<file path="src/rtl/v810_icache_pkg.sv">
// Shared types and constants for the V810 instruction-cache fill path.
// Word addresses split as {tag[21:0], index[6:0], sub}.
package v810_icache_pkg;

  localparam int unsigned LINES   = 128;
  localparam int unsigned INDEX_W = 7;
  localparam int unsigned TAG_W   = 22;
  localparam int unsigned SUBS    = 2;

  typedef enum logic [2:0] {
    ST_IDLE,
    ST_CRIT,
    ST_OTHER,
    ST_TAGWR,
    ST_CLEAR
  } fill_state_e;

  typedef struct packed {
    logic [TAG_W-1:0]   tag;
    logic [INDEX_W-1:0] index;
    logic               sub;
  } addr_split_t;

  function automatic addr_split_t split_addr(input logic [29:0] waddr);
    addr_split_t s;
    s.tag   = waddr[29:8];
    s.index = waddr[7:1];
    s.sub   = waddr[0];
    return s;
  endfunction

endpackage

</file>
<file path="src/rtl/v810_icache_fill.sv">
// Line-fill / invalidate engine: critical-word-first refill of a 2-subblock
// line into the data RAM, followed by a tag write; also sweeps all tags invalid.
module v810_icache_fill
  import v810_icache_pkg::*;
#(
  parameter int unsigned index_width = INDEX_W,
  parameter int unsigned tag_width   = TAG_W
) (
  input  logic                   clock,
  input  logic                   reset_n,
  input  logic                   miss_req,
  input  logic [29:0]            miss_addr,
  output logic                   fill_done,
  output logic [31:0]            fill_data,
  output logic                   fill_err,
  output logic                   busy,
  input  logic                   clr_req,
  output logic                   clr_done,
  output logic                   bus_req,
  output logic [29:0]            bus_addr,
  input  logic                   bus_ack,
  input  logic                   bus_err,
  input  logic [31:0]            bus_rdata,
  output logic                   dr_wr_en,
  output logic [index_width:0]   dr_wr_address,
  output logic [31:0]            dr_wr_data,
  output logic                   tag_wr_en,
  output logic [index_width-1:0] tag_wr_index,
  output logic [tag_width-1:0]   tag_wr_tag,
  output logic [SUBS-1:0]        tag_wr_valid
);

  fill_state_e            state_q, state_d;
  logic [29:0]            addr_q, addr_d;
  logic [SUBS-1:0]        valid_q, valid_d;
  logic [index_width-1:0] cnt_q, cnt_d;

  logic                   fill_done_q, fill_done_d;
  logic [31:0]            fill_data_q, fill_data_d;
  logic                   fill_err_q, fill_err_d;
  logic                   busy_q, busy_d;
  logic                   clr_done_q, clr_done_d;
  logic                   bus_req_q, bus_req_d;
  logic [29:0]            bus_addr_q, bus_addr_d;
  logic                   dr_wr_en_q, dr_wr_en_d;
  logic [index_width:0]   dr_wr_address_q, dr_wr_address_d;
  logic [31:0]            dr_wr_data_q, dr_wr_data_d;
  logic                   tag_wr_en_q, tag_wr_en_d;
  logic [index_width-1:0] tag_wr_index_q, tag_wr_index_d;
  logic [tag_width-1:0]   tag_wr_tag_q, tag_wr_tag_d;
  logic [SUBS-1:0]        tag_wr_valid_q, tag_wr_valid_d;

  addr_split_t cur;
  logic        bus_done;

  assign cur      = split_addr(addr_q);
  assign bus_done = bus_req_q & (bus_ack | bus_err);

  always_comb begin
    state_d         = state_q;
    addr_d          = addr_q;
    valid_d         = valid_q;
    cnt_d           = cnt_q;
    bus_req_d       = bus_req_q;
    bus_addr_d      = bus_addr_q;
    fill_done_d     = 1'b0;
    fill_data_d     = '0;
    fill_err_d      = 1'b0;
    clr_done_d      = 1'b0;
    dr_wr_en_d      = 1'b0;
    dr_wr_address_d = '0;
    dr_wr_data_d    = '0;
    tag_wr_en_d     = 1'b0;
    tag_wr_index_d  = '0;
    tag_wr_tag_d    = '0;
    tag_wr_valid_d  = '0;

    unique case (state_q)
      ST_IDLE: begin
        valid_d = '0;
        if (clr_req) begin
          // Index 0 is issued on entry so the sweep's writes line up with CLEAR.
          state_d     = ST_CLEAR;
          cnt_d       = '0;
          tag_wr_en_d = 1'b1;
        end else if (miss_req) begin
          state_d    = ST_CRIT;
          addr_d     = miss_addr;
          bus_req_d  = 1'b1;
          bus_addr_d = miss_addr;
        end
      end
      ST_CRIT: begin
        if (bus_done) begin
          bus_req_d = 1'b0;
          if (bus_err) begin
            fill_err_d = 1'b1;
            state_d    = ST_IDLE;
          end else begin
            fill_done_d      = 1'b1;
            fill_data_d      = bus_rdata;
            dr_wr_en_d       = 1'b1;
            dr_wr_address_d  = {cur.index, cur.sub};
            dr_wr_data_d     = bus_rdata;
            valid_d[cur.sub] = 1'b1;
            bus_addr_d       = {cur.tag, cur.index, ~cur.sub};
            state_d          = ST_OTHER;
          end
        end
      end
      ST_OTHER: begin
        // First OTHER cycle is the mandatory idle gap before re-requesting.
        if (!bus_req_q) begin
          bus_req_d = 1'b1;
        end else if (bus_done) begin
          bus_req_d = 1'b0;
          state_d   = ST_TAGWR;
          if (!bus_err) begin
            dr_wr_en_d        = 1'b1;
            dr_wr_address_d   = {cur.index, ~cur.sub};
            dr_wr_data_d      = bus_rdata;
            valid_d[~cur.sub] = 1'b1;
          end
        end
      end
      ST_TAGWR: begin
        tag_wr_en_d    = 1'b1;
        tag_wr_index_d = cur.index;
        tag_wr_tag_d   = cur.tag;
        tag_wr_valid_d = valid_q;
        state_d        = ST_IDLE;
      end
      ST_CLEAR: begin
        cnt_d = cnt_q + 1'b1;
        if (cnt_q == index_width'(LINES - 1)) begin
          clr_done_d = 1'b1;
          state_d    = ST_IDLE;
        end else begin
          tag_wr_en_d    = 1'b1;
          tag_wr_index_d = cnt_q + 1'b1;
        end
      end
      default: state_d = ST_IDLE;
    endcase

    busy_d = (state_d != ST_IDLE);
  end

  always_ff @(posedge clock or negedge reset_n) begin
    if (!reset_n) begin
      state_q         <= ST_IDLE;
      addr_q          <= '0;
      valid_q         <= '0;
      cnt_q           <= '0;
      fill_done_q     <= 1'b0;
      fill_data_q     <= '0;
      fill_err_q      <= 1'b0;
      busy_q          <= 1'b0;
      clr_done_q      <= 1'b0;
      bus_req_q       <= 1'b0;
      bus_addr_q      <= '0;
      dr_wr_en_q      <= 1'b0;
      dr_wr_address_q <= '0;
      dr_wr_data_q    <= '0;
      tag_wr_en_q     <= 1'b0;
      tag_wr_index_q  <= '0;
      tag_wr_tag_q    <= '0;
      tag_wr_valid_q  <= '0;
    end else begin
      state_q         <= state_d;
      addr_q          <= addr_d;
      valid_q         <= valid_d;
      cnt_q           <= cnt_d;
      fill_done_q     <= fill_done_d;
      fill_data_q     <= fill_data_d;
      fill_err_q      <= fill_err_d;
      busy_q          <= busy_d;
      clr_done_q      <= clr_done_d;
      bus_req_q       <= bus_req_d;
      bus_addr_q      <= bus_addr_d;
      dr_wr_en_q      <= dr_wr_en_d;
      dr_wr_address_q <= dr_wr_address_d;
      dr_wr_data_q    <= dr_wr_data_d;
      tag_wr_en_q     <= tag_wr_en_d;
      tag_wr_index_q  <= tag_wr_index_d;
      tag_wr_tag_q    <= tag_wr_tag_d;
      tag_wr_valid_q  <= tag_wr_valid_d;
    end
  end

  assign fill_done     = fill_done_q;
  assign fill_data     = fill_data_q;
  assign fill_err      = fill_err_q;
  assign busy          = busy_q;
  assign clr_done      = clr_done_q;
  assign bus_req       = bus_req_q;
  assign bus_addr      = bus_addr_q;
  assign dr_wr_en      = dr_wr_en_q;
  assign dr_wr_address = dr_wr_address_q;
  assign dr_wr_data    = dr_wr_data_q;
  assign tag_wr_en     = tag_wr_en_q;
  assign tag_wr_index  = tag_wr_index_q;
  assign tag_wr_tag    = tag_wr_tag_q;
  assign tag_wr_valid  = tag_wr_valid_q;

endmodule

</file>
<file path="config.mk">
export PLATFORM = sky130hd
export DESIGN_NAME = v810_icache_fill
export DESIGN_NICKNAME = d
export VERILOG_FILES = /design/src/rtl/v810_icache_pkg.sv /design/src/rtl/v810_icache_fill.sv
export SDC_FILE = /design/constraint.sdc
export NUM_CORES = 1
export LEC_CHECK = 0
export ABC_AREA = 1
export ABC_CLOCK_PERIOD_IN_PS = 1700
export BUFFER_PORTS_ARGS = -buffer_cell sky130_fd_sc_hd__buf_4
export CAP_MARGIN = 20
export CORE_UTILIZATION = 51
export CTS_CLUSTER_SIZE = 12
export DETAILED_ROUTE_END_ITERATION = 8
export PLACE_DENSITY = 0.85
export SLEW_MARGIN = 20
export SYNTH_ARGS = -nofsm -noshare
export SYNTH_HDL_FRONTEND = slang
export SYNTH_SLANG_ARGS = --single-unit
</file>
<file path="constraint.sdc">
create_clock -name clock -period 1.7 [get_ports clock]
set_clock_uncertainty 0.15 [all_clocks]
set_input_delay 0.34 -clock clock [delete_from_list [all_inputs] [get_ports clock]]
set_output_delay 0.34 -clock clock [all_outputs]
set_load 0.02 [all_outputs]
</file>
==> flow_metrics.env <==
export IMPL_coreArea_um2=12700
export IMPL_r2r_start="cnt_q[0]$_DFFE_PN0P_"
export IMPL_synth_fp_nets=762
export IMPL_syn_area_um2=6680
export IMPL_setup_tns_ps=0
export IMPL_drt_pass1_iter_count=4
export IMPL_grt_overflow=0
export IMPL_synth_largest_area_cell="dfrtp_1"
export IMPL_rows=41
export IMPL_layout_setup_ws_ps=67.6
export IMPL_status="finished clean"
export IMPL_end_kind="register"
export IMPL_area_growth_synth_to_final_pct=47.1
export IMPL_clk_pin_slew_worst_paths_ps=70
export IMPL_grtUsageTotal=0.260
export IMPL_cp_common_cell="nor2_2"
export IMPL_clkPwrFrac=0.284
export IMPL_fmax_mhz=613
export IMPL_r2r_setup_slack_ps=70
export IMPL_synthTopCellsByArea="dfrtp_1 68%, nand2_1 10%, nor2_1 6.2%"
export IMPL_ant_nets=0
export IMPL_ir_drop_v=0.000894
export IMPL_pre_cts_ws_ps=-61.6
export IMPL_vias=5606
export IMPL_crit_buf_inv=0
export IMPL_r2r_end="busy$_DFF_PN0_"
export IMPL_ff2ff_path_depth=6
export IMPL_finalSetupViolCount=0
export IMPL_cts_tree="done"
export IMPL_hp_start="bus_rdata[9]"
export IMPL_h_tree_depth=4
export IMPL_syn_area_per_cell_um2=9.64
export IMPL_seqCellArea_um2=4560
export IMPL_ys_seq_area_frac=0.681
export IMPL_max_slew_margin=0.747
export IMPL_hp_class="in2reg"
export IMPL_ys_warn_count=0
export IMPL_post_drt_wl_per_cell_um=15.6
export IMPL_worst_pin_slew_ps=379
export IMPL_grt_pass1_wl_um=26100
export IMPL_critical_path_required_ps=1860
export IMPL_wl_um=18000
export IMPL_cts_sinks=182
export IMPL_final_layout_size_suffix_gt1_frac=0.302
export IMPL_p_int_uw=8920
export IMPL_fin_area_um2=9830
export IMPL_critical_path_endpoint="busy$_DFF_PN0_"
export IMPL_num_fill_cells=781
export IMPL_hold_viol_final=0
export IMPL_initial_core_util=0.525
export IMPL_combPwrFrac=0.292
export IMPL_min_period_ps=1630
export IMPL_grt_max_degree=72
export IMPL_path_cells="ha_2, nand3_2, nor3_4, nor2_2, nor2_2, nand3_1"
export IMPL_most_common_layout_cells="224 x buf_4, 182 x nand2_1, 181 x dfrtp_1, 102 x nor2_1, 82 x inv_1"
export IMPL_layout_commonest_cell="buf_4"
export IMPL_vias_per_cell=4.87
export IMPL_antenna_found_initial=0
export IMPL_path_class="reg2reg"
export IMPL_die_w_um=116
export IMPL_switchingPower_uw=4450
export IMPL_swShare=0.333
export IMPL_io_pins=208
export IMPL_critPathSlowestCell="dfrtp_1"
export IMPL_cpPeakStageDelay_ps=380
export IMPL_grt_pass1_vias=5223
export IMPL_clkLatencyLatePin_ps=430
export IMPL_cp_start_kind="register"
export IMPL_drv_slew=0
export IMPL_power_density_nw_per_um2=1360
export IMPL_nets=1036
export IMPL_cp_top_family="simple AND/OR/NAND/NOR gates"
export IMPL_synth_seq_cells=182
export IMPL_cp_num_cells=6
export IMPL_crit_start="cnt_q[0]$_DFFE_PN0P_"
export IMPL_root_buffer="clkbuf_16"
export IMPL_cts_buffer_depth=2
export IMPL_crit_fanout=3
export IMPL_drc=0
export IMPL_dp_hpwl_um=11000
export IMPL_netlist_cell_type_count=21
export IMPL_drt_iter0_markers=367
export IMPL_cp_data_arrival_time_ps=1790
export IMPL_dieArea_um2=13600
export IMPL_syn_inst=693
export IMPL_multiInputGateArea_um2=1720
export IMPL_gp_congestion=0.869
export IMPL_postPlaceCellArea_um2=8640
export IMPL_max_cap_violations=0
export IMPL_n_antenna_cell=0
export IMPL_port_buffers=207
export IMPL_power_leakage_uw=0.00547
export IMPL_die_h_um=116
export IMPL_pwr_share_seq=0.424
export IMPL_period_share=0.960
export IMPL_numCtsBuffers=17
export IMPL_synth_top_area_frac=0.681
[layout make-up]
cell class | instances | share of cell area
multi-input combinational | 396 | 0.175
sequential | 182 | 0.463
clock buffer | 21 | 0.0489
tap | 172 | 0.0219
inverter | 87 | 0.0332
clock inverter | 11 | 0.0102
timing repair buffer | 283 | 0.248
[flip-flops by register name, indices dropped and copies added, names as in the netlist, 3 cells and up]
signal         flops
tag_wr_index       7
fill_data         32
dr_wr_address      8
addr_q            30
bus_addr          30
cnt_q              7
state_q            3
tag_wr_tag        22
dr_wr_data        32
[worst register-to-register path: stages, from the launching register on]
cell and delay, ps:
dfrtp_1 380, ha_2 220, nand3_2 140, nor3_4 240
nor2_2 90, nor2_2 190, nand3_1 100
[per-layer routing]
metal | wire length (um) | GRT usage
met1 | 6980 | 0.303
met2 | 9260 | 0.445
met3 | 1200 | 0.0758
met4 | 563 | 0.122
met5 | 0 | 0
[through the flow]
stage / utilization / power, uW / std cells / hold slack, ps
global route: 0.773 / 14000 / 1152 / 3.90
detailed placement: 0.679 / 9260 / 1068 / 23.1
global placement: 0.679 / 9140 / 1068 / 19.9
floorplan: - / 7650 / 693 / -106
finish: 0.773 / 13400 / 1152 / 10.2
CTS: 0.761 / 13200 / 1146 / 0.838
[how the worst min path moves through the flow]
stage          cells past startpoint                        to  slack (ps)
5_1_grt                            3   fill_data[17]$_DFF_PN0_           4
6_report                           3    fill_data[9]$_DFF_PN0_          10
2_1_floorplan                      0     addr_q[0]$_DFFE_PN0P_        -110
4_1_cts                            3    fill_data[5]$_DFF_PN0_         0.8
3_5_place_dp                       1  dr_wr_data[30]$_DFF_PN0_          20
3_3_place_gp                       1  dr_wr_data[30]$_DFF_PN0_          20
[cell usage after synthesis (all sizes together)]
cell type,n
a21oi,3
nor2,113
nand2,186
ha,1
dfrtp,182
nand3,10
nand3b,1
o21ai,73
inv,87
nand4,1
nor3,1
clkbuf,9
a21o,1
xor2,2
o22ai,4
buf,19
[cells by family (layout without fill, tap and decap cells)]
group / Yosys count / after routing / synth area share
AO/OA/AOI/OAI: 81 / 81 / 0.0618
AND/OR/NAND/NOR: 312 / 312 / 0.182
flip-flops: 182 / 182 / 0.681
XOR/XNOR: 2 / 2 / 0.00262
buffers and inverters: 115 / 402 / 0.0704
adder cells (fa/ha/maj): 1 / 1 / 0.00187
[power groups by stage]
stage               clock [uW]  combinational (uW)  sequential [uW]
finish                    3800                3900             5670
detailed placement           0                3550             5700
global route              4020                4260             5750
floorplan                    0                1480             6160
CTS                       3830                3710             5650
global placement             0                3450             5690
[repair_timing]
action	in CTS	in global routing
hold endpoints to repair	233	0
buffers inserted	3	4
hold buffers	43	0
endpoints found under the setup margin	40	49
gates cloned	0	2
gates resized for setup	4	19
pin swaps	1	2
Power figures use the tool's default switching activity.
